$ cat src/rtl/majority_vote_sequencer_if.sv
// Request/result bundle for the shared majority evaluator.
// The slave modport is the evaluator side and the master modport is the requester/consumer side.
interface majority_vote_sequencer_if #(
  parameter int NREQ  = 4,
  parameter int WIDTH = 8
);
  localparam int CW = $clog2(WIDTH + 1);
  localparam int IW = $clog2(NREQ);

  logic [NREQ-1:0]       req_valid;
  logic [NREQ*WIDTH-1:0] req_data;
  logic [NREQ-1:0]       req_ready;
  logic                  res_valid;
  logic                  res_ready;
  logic                  res_bit;
  logic [CW-1:0]         res_count;
  logic [IW-1:0]         res_id;

  modport slave (
    input  req_valid, req_data, res_ready,
    output req_ready, res_valid, res_bit, res_count, res_id
  );

  modport master (
    output req_valid, req_data, res_ready,
    input  req_ready, res_valid, res_bit, res_count, res_id
  );
endinterface

$ cat src/rtl/majority_vote_sequencer.sv
// One shared popcount/majority evaluator with round-robin arbitration across NREQ requesters.
// Only one word is in flight; a result is held until its handshake completes.
module majority_vote_sequencer #(
  parameter int NREQ       = 4,
  parameter int WIDTH      = 8,
  parameter int THRESH_DEF = 4,
  localparam int CW = $clog2(WIDTH + 1),
  localparam int IW = $clog2(NREQ)
) (
  input  logic                            gclk,
  input  logic                            resetn,
  majority_vote_sequencer_if.slave        bus,
  input  logic                            cfg_we,
  input  logic [CW-1:0]                   cfg_thresh,
  output logic                            busy
);

  typedef enum logic [1:0] {
    ST_IDLE  = 2'd0,
    ST_COUNT = 2'd1,
    ST_CMP   = 2'd2,
    ST_RESP  = 2'd3
  } state_t;

  state_t          state_r;
  state_t          state_s;
  logic [IW-1:0]   rr_ptr_r;
  logic [IW-1:0]   grant_s;
  logic            any_valid_s;
  logic            accept_s;
  logic [NREQ-1:0] req_ready_s;
  logic [WIDTH-1:0] word_r;
  logic [IW-1:0]   id_r;
  logic [CW-1:0]   thr_txn_r;
  logic [CW-1:0]   thresh_r;
  logic [CW-1:0]   count_r;
  logic            res_valid_r;
  logic            res_bit_r;
  logic [CW-1:0]   res_count_r;
  logic [IW-1:0]   res_id_r;
  logic            busy_r;

  function automatic logic [CW-1:0] popcount(input logic [WIDTH-1:0] w);
    logic [CW-1:0] c;
    c = '0;
    for (int i = 0; i < WIDTH; i++) begin
      c = c + CW'(w[i]);
    end
    return c;
  endfunction

  // Round-robin scan: first valid requester at or after rr_ptr, with wrap-around
  always_comb begin
    int idx;
    idx         = 0;
    any_valid_s = 1'b0;
    grant_s     = '0;
    for (int k = 0; k < NREQ; k++) begin
      idx = ((int'(rr_ptr_r) + k) >= NREQ) ? (int'(rr_ptr_r) + k - NREQ) : (int'(rr_ptr_r) + k);
      if (!any_valid_s && bus.req_valid[idx]) begin
        any_valid_s = 1'b1;
        grant_s     = IW'(idx);
      end else begin
        grant_s     = grant_s;
      end
    end
  end

  assign accept_s = (state_r == ST_IDLE) && any_valid_s;

  // One-hot accept strobe; forced low while reset is held so nothing is offered
  always_comb begin
    req_ready_s = '0;
    if (accept_s && !resetn) begin
      req_ready_s[grant_s] = 1'b1;
    end else begin
      req_ready_s = '0;
    end
  end

  // Next-state logic of the transaction sequencer
  always_comb begin
    state_s = state_r;
    case (state_r)
      ST_IDLE: begin
        if (accept_s) begin
          state_s = ST_COUNT;
        end else begin
          state_s = ST_IDLE;
        end
      end
      ST_COUNT: state_s = ST_CMP;
      ST_CMP:   state_s = ST_RESP;
      ST_RESP: begin
        if (bus.res_ready) begin
          state_s = ST_IDLE;
        end else begin
          state_s = ST_RESP;
        end
      end
      default: state_s = ST_IDLE;
    endcase
  end

  // State register
  always_ff @(posedge gclk or posedge resetn) begin
    if (resetn) begin
      state_r <= ST_IDLE;
    end else begin
      state_r <= state_s;
    end
  end

  // busy and res_valid are registered copies of the next state, so they track it glitch-free
  always_ff @(posedge gclk or posedge resetn) begin
    if (resetn) begin
      busy_r      <= 1'b0;
      res_valid_r <= 1'b0;
    end else begin
      busy_r      <= (state_s != ST_IDLE);
      res_valid_r <= (state_s == ST_RESP);
    end
  end

  // Threshold register; an accept on the same edge still samples the old value
  always_ff @(posedge gclk or posedge resetn) begin
    if (resetn) begin
      thresh_r <= CW'(THRESH_DEF);
    end else if (cfg_we) begin
      thresh_r <= cfg_thresh;
    end else begin
      thresh_r <= thresh_r;
    end
  end

  // Transaction capture, popcount and compare pipeline
  always_ff @(posedge gclk or posedge resetn) begin
    if (resetn) begin
      rr_ptr_r    <= '0;
      word_r      <= '0;
      id_r        <= '0;
      thr_txn_r   <= '0;
      count_r     <= '0;
      res_bit_r   <= 1'b0;
      res_count_r <= '0;
      res_id_r    <= '0;
    end else begin
      case (state_r)
        ST_IDLE: begin
          if (accept_s) begin
            word_r    <= bus.req_data[int'(grant_s)*WIDTH +: WIDTH];
            id_r      <= grant_s;
            thr_txn_r <= thresh_r;
            rr_ptr_r  <= (grant_s == IW'(NREQ - 1)) ? '0 : (grant_s + IW'(1));
          end else begin
            rr_ptr_r  <= rr_ptr_r;
          end
        end
        ST_COUNT: begin
          count_r <= popcount(word_r);
        end
        ST_CMP: begin
          // Unsigned compare; a threshold >= WIDTH can never be exceeded
          res_bit_r   <= (count_r > thr_txn_r);
          res_count_r <= count_r;
          res_id_r    <= id_r;
        end
        ST_RESP: begin
          res_bit_r <= res_bit_r;
        end
        default: begin
          rr_ptr_r <= '0;
        end
      endcase
    end
  end

  assign bus.req_ready = req_ready_s;
  assign bus.res_valid = res_valid_r;
  assign bus.res_bit   = res_bit_r;
  assign bus.res_count = res_count_r;
  assign bus.res_id    = res_id_r;
  assign busy          = busy_r;

endmodule

$ cat src/flat_wrapper.sv
// flat-port wrapper written by rule: the top's interface ports become plain ports
module majority_vote_sequencer_flat 
#(
  parameter int NREQ       = 4,
  parameter int WIDTH      = 8,
  parameter int THRESH_DEF = 4,
  localparam int CW = $clog2(WIDTH + 1),
  localparam int IW = $clog2(NREQ)
)
  (gclk, resetn, cfg_we, cfg_thresh, busy, bus_req_valid, bus_req_data, bus_res_ready, bus_req_ready, bus_res_valid, bus_res_bit, bus_res_count, bus_res_id);
  majority_vote_sequencer_if #(.NREQ(NREQ), .WIDTH(WIDTH)) bus_i ();
  input  logic gclk;
  input  logic resetn;
  input  logic cfg_we;
  input  logic [CW-1:0] cfg_thresh;
  output logic busy;
  input wire logic [$bits(bus_i.req_valid)-1:0] bus_req_valid;
  input wire logic [$bits(bus_i.req_data)-1:0] bus_req_data;
  input wire logic [$bits(bus_i.res_ready)-1:0] bus_res_ready;
  output wire logic [$bits(bus_i.req_ready)-1:0] bus_req_ready;
  output wire logic [$bits(bus_i.res_valid)-1:0] bus_res_valid;
  output wire logic [$bits(bus_i.res_bit)-1:0] bus_res_bit;
  output wire logic [$bits(bus_i.res_count)-1:0] bus_res_count;
  output wire logic [$bits(bus_i.res_id)-1:0] bus_res_id;
  assign bus_i.req_valid = bus_req_valid;
  assign bus_i.req_data = bus_req_data;
  assign bus_i.res_ready = bus_res_ready;
  assign bus_req_ready = bus_i.req_ready;
  assign bus_res_valid = bus_i.res_valid;
  assign bus_res_bit = bus_i.res_bit;
  assign bus_res_count = bus_i.res_count;
  assign bus_res_id = bus_i.res_id;
  majority_vote_sequencer #(.NREQ(NREQ), .WIDTH(WIDTH), .THRESH_DEF(THRESH_DEF)) u_core (.gclk(gclk), .resetn(resetn), .bus(bus_i), .cfg_we(cfg_we), .cfg_thresh(cfg_thresh), .busy(busy));
endmodule
$ cat config.mk
export PLATFORM = sky130hd
export DESIGN_NAME = majority_vote_sequencer_flat
export DESIGN_NICKNAME = d
export VERILOG_FILES = /design/src/rtl/majority_vote_sequencer_if.sv /design/src/rtl/majority_vote_sequencer.sv /design/src/flat_wrapper.sv
export SDC_FILE = /design/constraint.sdc
export NUM_CORES = 1
export LEC_CHECK = 0
export ABC_CLOCK_PERIOD_IN_PS = 3800
export CORE_AREA = 2 2 71 73
export CTS_CLUSTER_DIAMETER = 80
export DETAILED_ROUTE_END_ITERATION = 8
export DIE_AREA = 0 0 73 75
export PLACE_DENSITY_LB_ADDON = 0.2
export SYNTH_ARGS = -nofsm -noshare
export SYNTH_HDL_FRONTEND = slang
export SYNTH_SLANG_ARGS = --single-unit
$ cat constraint.sdc
create_clock -name gclk -period 3.8 [get_ports gclk]
set_input_delay 0.76 -clock gclk [delete_from_list [all_inputs] [get_ports gclk]]
set_output_delay 0.76 -clock gclk [all_outputs]
set_load 0.005 [all_outputs]
==> metrics.yaml <==
synthesis:
  ys_types: 41
  ys_seq_area_share_pct: 42.6
  synth_flop_cell: "dfrtp_1"
  postSynth.asyncResetShare_pct: 100
  synth_seq_cells: 35
  synth_warnings: 0
  netlist.area_leader.share_pct: 41.4
  synth_top_area_cell: "dfrtp_1"
  synth_area_leaders: "dfrtp_1 41%, ha_1 6.7%, mux2_2 5.5%, mux2i_1 4.4%, nand2_1 4.0%"
  syn_nets: 254
  netlist_instances: 195
  synthesis.area_sq_mm: 0.00206
  avgSynthCellArea_sq_um: 10.5
  synth-edff-count: 0
place:
  port-buffer-count: 56
  gp_congestion: 0.794
  placed_cell_area_sq_mm: 0.00267
  dp.cells: 301
  post-dp-hpwl_um: 3280
  pre_cts_ws_ns: 0.147
clock_tree:
  cts-resized-gates: 0
  htree_num_levels: 2
  clock_latency_ns: 0.29
  hold_buffers: 0
  cts_tree: "built"
  root_buffer: "clkbuf_8"
  clkTransAtPathRegs_ns: 0.08
  cts.sinks: 35
  ctsLongestPathBuffers: 2
  post_cts_buffers: 0
  cts-buffers-inserted: 5
floorplan:
  die_y_um: 75
  num_io_pins: 57
  row_count: 25
  fp.coreArea_sq_mm: 0.00466
  dieWidth_um: 73
  dieArea_sq_mm: 0.00548
  initial_utilization_pct: 44.1
critical_path:
  critPathRequiredTime_ns: 3.04
  worst_setup_path_start_kind: "input port"
  slowest_stage: "clkdlybuf4s50_1"
  path_cells: "clkdlybuf4s50_1 > nor2b_2 > a21boi_1 > o22a_1 > inv_1 > ha_1 > and3_1 > clkdlybuf4s50_1"
  cp_max_fo: 5
  arrival_ns: 2.90
  worst_path_most_repeated_cell: "clkdlybuf4s50_1"
  crit_path_start: "bus_req_valid[1]"
  end_kind: "output port"
  worstReg2RegStart: "u_core.word_r[0]$_DFFE_PP0P_"
  critPathKind: "input port to output port"
  slowest_delay_ns: 0.49
global_routing:
  use_met2_pct: 26.2
  grt_pass1_vias: 1507
  grt_pass1_wl_um: 6780
  grt_usage_pct: 16.3
  met1_usage_pct: 20.7
  grtUsageMet3_pct: 4.42
  antenna_found_initial: 0
  grt.busiest_layer: "met2"
  grt-ovfl-total: 0
  grt_max_degree: 24
layout:
  synthToLayoutAreaGrowth_pct: 35.0
  finalInstanceArea_sq_mm: 0.00278
  nets: 313
  finalNonFillerCells: 309
  num_antenna_cells: 0
  drive_gt1_share_pct: 13.3
drt:
  drc: 0
  postRouteAntennaNets: 0
  drt_iter0_markers: 56
  drt-pass1-iter-count: 4
  wire_per_inst_um: 13.4
  wl_um: 4140
  routed-via-count: 1584
  routed_via_density: 5.13
timing:
  rsz0062_at_grt: "false"
  period_minus_slack_ns: 3.66
  finalHoldViolCount: 0
  setup_violations: 0
  fmax_mhz: 273
  final.setup.tns_ns: 0
  slew_headroom_pct: 28.8
  setup_ws_ns: 0.135
  fin_crit_sh_pct: 96.4
  skew_ns: 0.0102
  tightest_slew_ns: 1.07
  report.final.slew_viol_count: 0
min_path:
  hold_start: "u_core.thresh_r[0]$_DFFE_PP0P_"
  hold_path.class: "flop to flop"
power:
  power_density_mw_per_mm2: 744
  p_leak_uw: 0.00128
  peakVddDrop_v: 0.000272
run_status:
  status: "complete, no violations"
flow_run:
  maxCapViolCount: 0
sequential cells by signal, indices dropped and copies added (netlist names):
register,cells
u_core.busy,1
u_core.bus.res_id,2
u_core.bus.res_valid,1
u_core.thresh_r,4
u_core.thr_txn_r,4
u_core.id_r,2
u_core.word_r,8
u_core.count_r,4
u_core.bus.res_bit,1
u_core.bus.res_count,4
u_core.rr_ptr_r,2
u_core.state_r,2
worst max-delay path: cells and delay by family:
kind / cells / cell delay [ns]
AOI/OAI and AO/OA: 2 / 0.54
adders and majority gates: 1 / 0.20
buffers and inverters: 3 / 1.03
and+or+nand+nor: 2 / 0.38
power by group:
group | switching, uW | internal (uW) | leakage, uW
Clock | 139 | 195 | 0.0000581
Combinational | 544 | 552 | 0.000794
Sequential | 101 | 536 | 0.000423
metrics by stage:
step                hold WS, ns  total power (uW)  util (%)
floorplan                 0.435              1430         -
global placement          0.458              1710      57.2
detailed placement        0.470              1760      57.2
CTS                       0.481              2100      59.6
global route              0.510              2280      59.6
finish                    0.470              2070      59.6
cell usage in the layout, fill, tap and decap left out, types with 2 or more instances in the layout:
| cell | Yosys | layout |
|---|---|---|
| nand2b_1 | 6 | 6 |
| o22ai_1 | 7 | 7 |
| dfrtp_1 | 34 | 34 |
| o21a_1 | 8 | 8 |
| fa_1 | 4 | 4 |
| buf_4 | 1 | 5 |
| and3_1 | 5 | 5 |
| a21oi_1 | 2 | 2 |
| clkbuf_8 | 0 | 5 |
| ha_1 | 11 | 11 |
| mux2i_1 | 9 | 9 |
| o21ai_0 | 15 | 15 |
| a211oi_1 | 7 | 7 |
| inv_1 | 17 | 17 |
| nand2_1 | 22 | 22 |
| nor2_1 | 4 | 4 |
| mux2_2 | 10 | 10 |
| nor2_4 | 2 | 2 |
| a21boi_1 | 2 | 2 |
| o21ai_1 | 2 | 2 |
| clkdlybuf4s50_1 | 0 | 56 |
metal layers:
metal / vias up / routed length (um)
met2: 57 / 1880
met1: 721 / 1910
met3: 7 / 263
li1: 799 / -
met5: - / 0
met4: 0 / 81
worst paths after layout:
path	end	slack, ns	cells past startpoint
min in group asynchronous	u_core.rr_ptr_r[1]$_DFFE_PP0P_	0.94	3
max in group asynchronous	u_core.thresh_r[2]$_DFFE_PP1P_	2.54	3
max reg2reg	u_core.count_r[1]$_DFFE_PP0N_	0.97	9
min reg2reg	u_core.thr_txn_r[0]$_DFFE_PP0P_	0.47	2
min	u_core.thr_txn_r[0]$_DFFE_PP0P_	0.47	2
max	bus_req_ready[1]	0.14	8
cells in the mapped netlist (2+ instances only):
cell type and count:
dfrtp_1 34, nand2_1 22, inv_1 17, o21ai_0 15
ha_1 11, mux2_2 10, mux2i_1 9, o21a_1 8
a211oi_1 7, o22ai_1 7, nand2b_1 6, and3_1 5
clkbuf_1 4, fa_1 4, nor2_1 4, buf_2 3
a21boi_1 2, a21oi_1 2, nor2_4 2, o21ai_1 2
cells by family (layout without fill, tap and decap cells):
family                   count (synthesis)  in the layout  share of synthesized area, %
adder cells (fa/ha/maj)                 15             15                          10.6
flip-flops                              35             35                          42.6
AND/OR/NAND/NOR                         46             46                          12.8
multiplexers                            19             19                          9.85
XOR/XNOR                                 1              1                         0.426
buffers and inverters                   27             87                          6.20
AO/OA/AOI/OAI                           52             52                          17.5
cell type report:
class	instances	area (sq um)
Sequential cell	35	877
Inverter	18	70.1
Fill cell	424	1880
Multi-Input combinational cell	133	1050
Clock inverter	3	43.8
Tap cell	54	67.6
Timing Repair Buffer	61	598
Clock buffer	5	68.8
No activity file was read; power rests on OpenSTA's default activity.
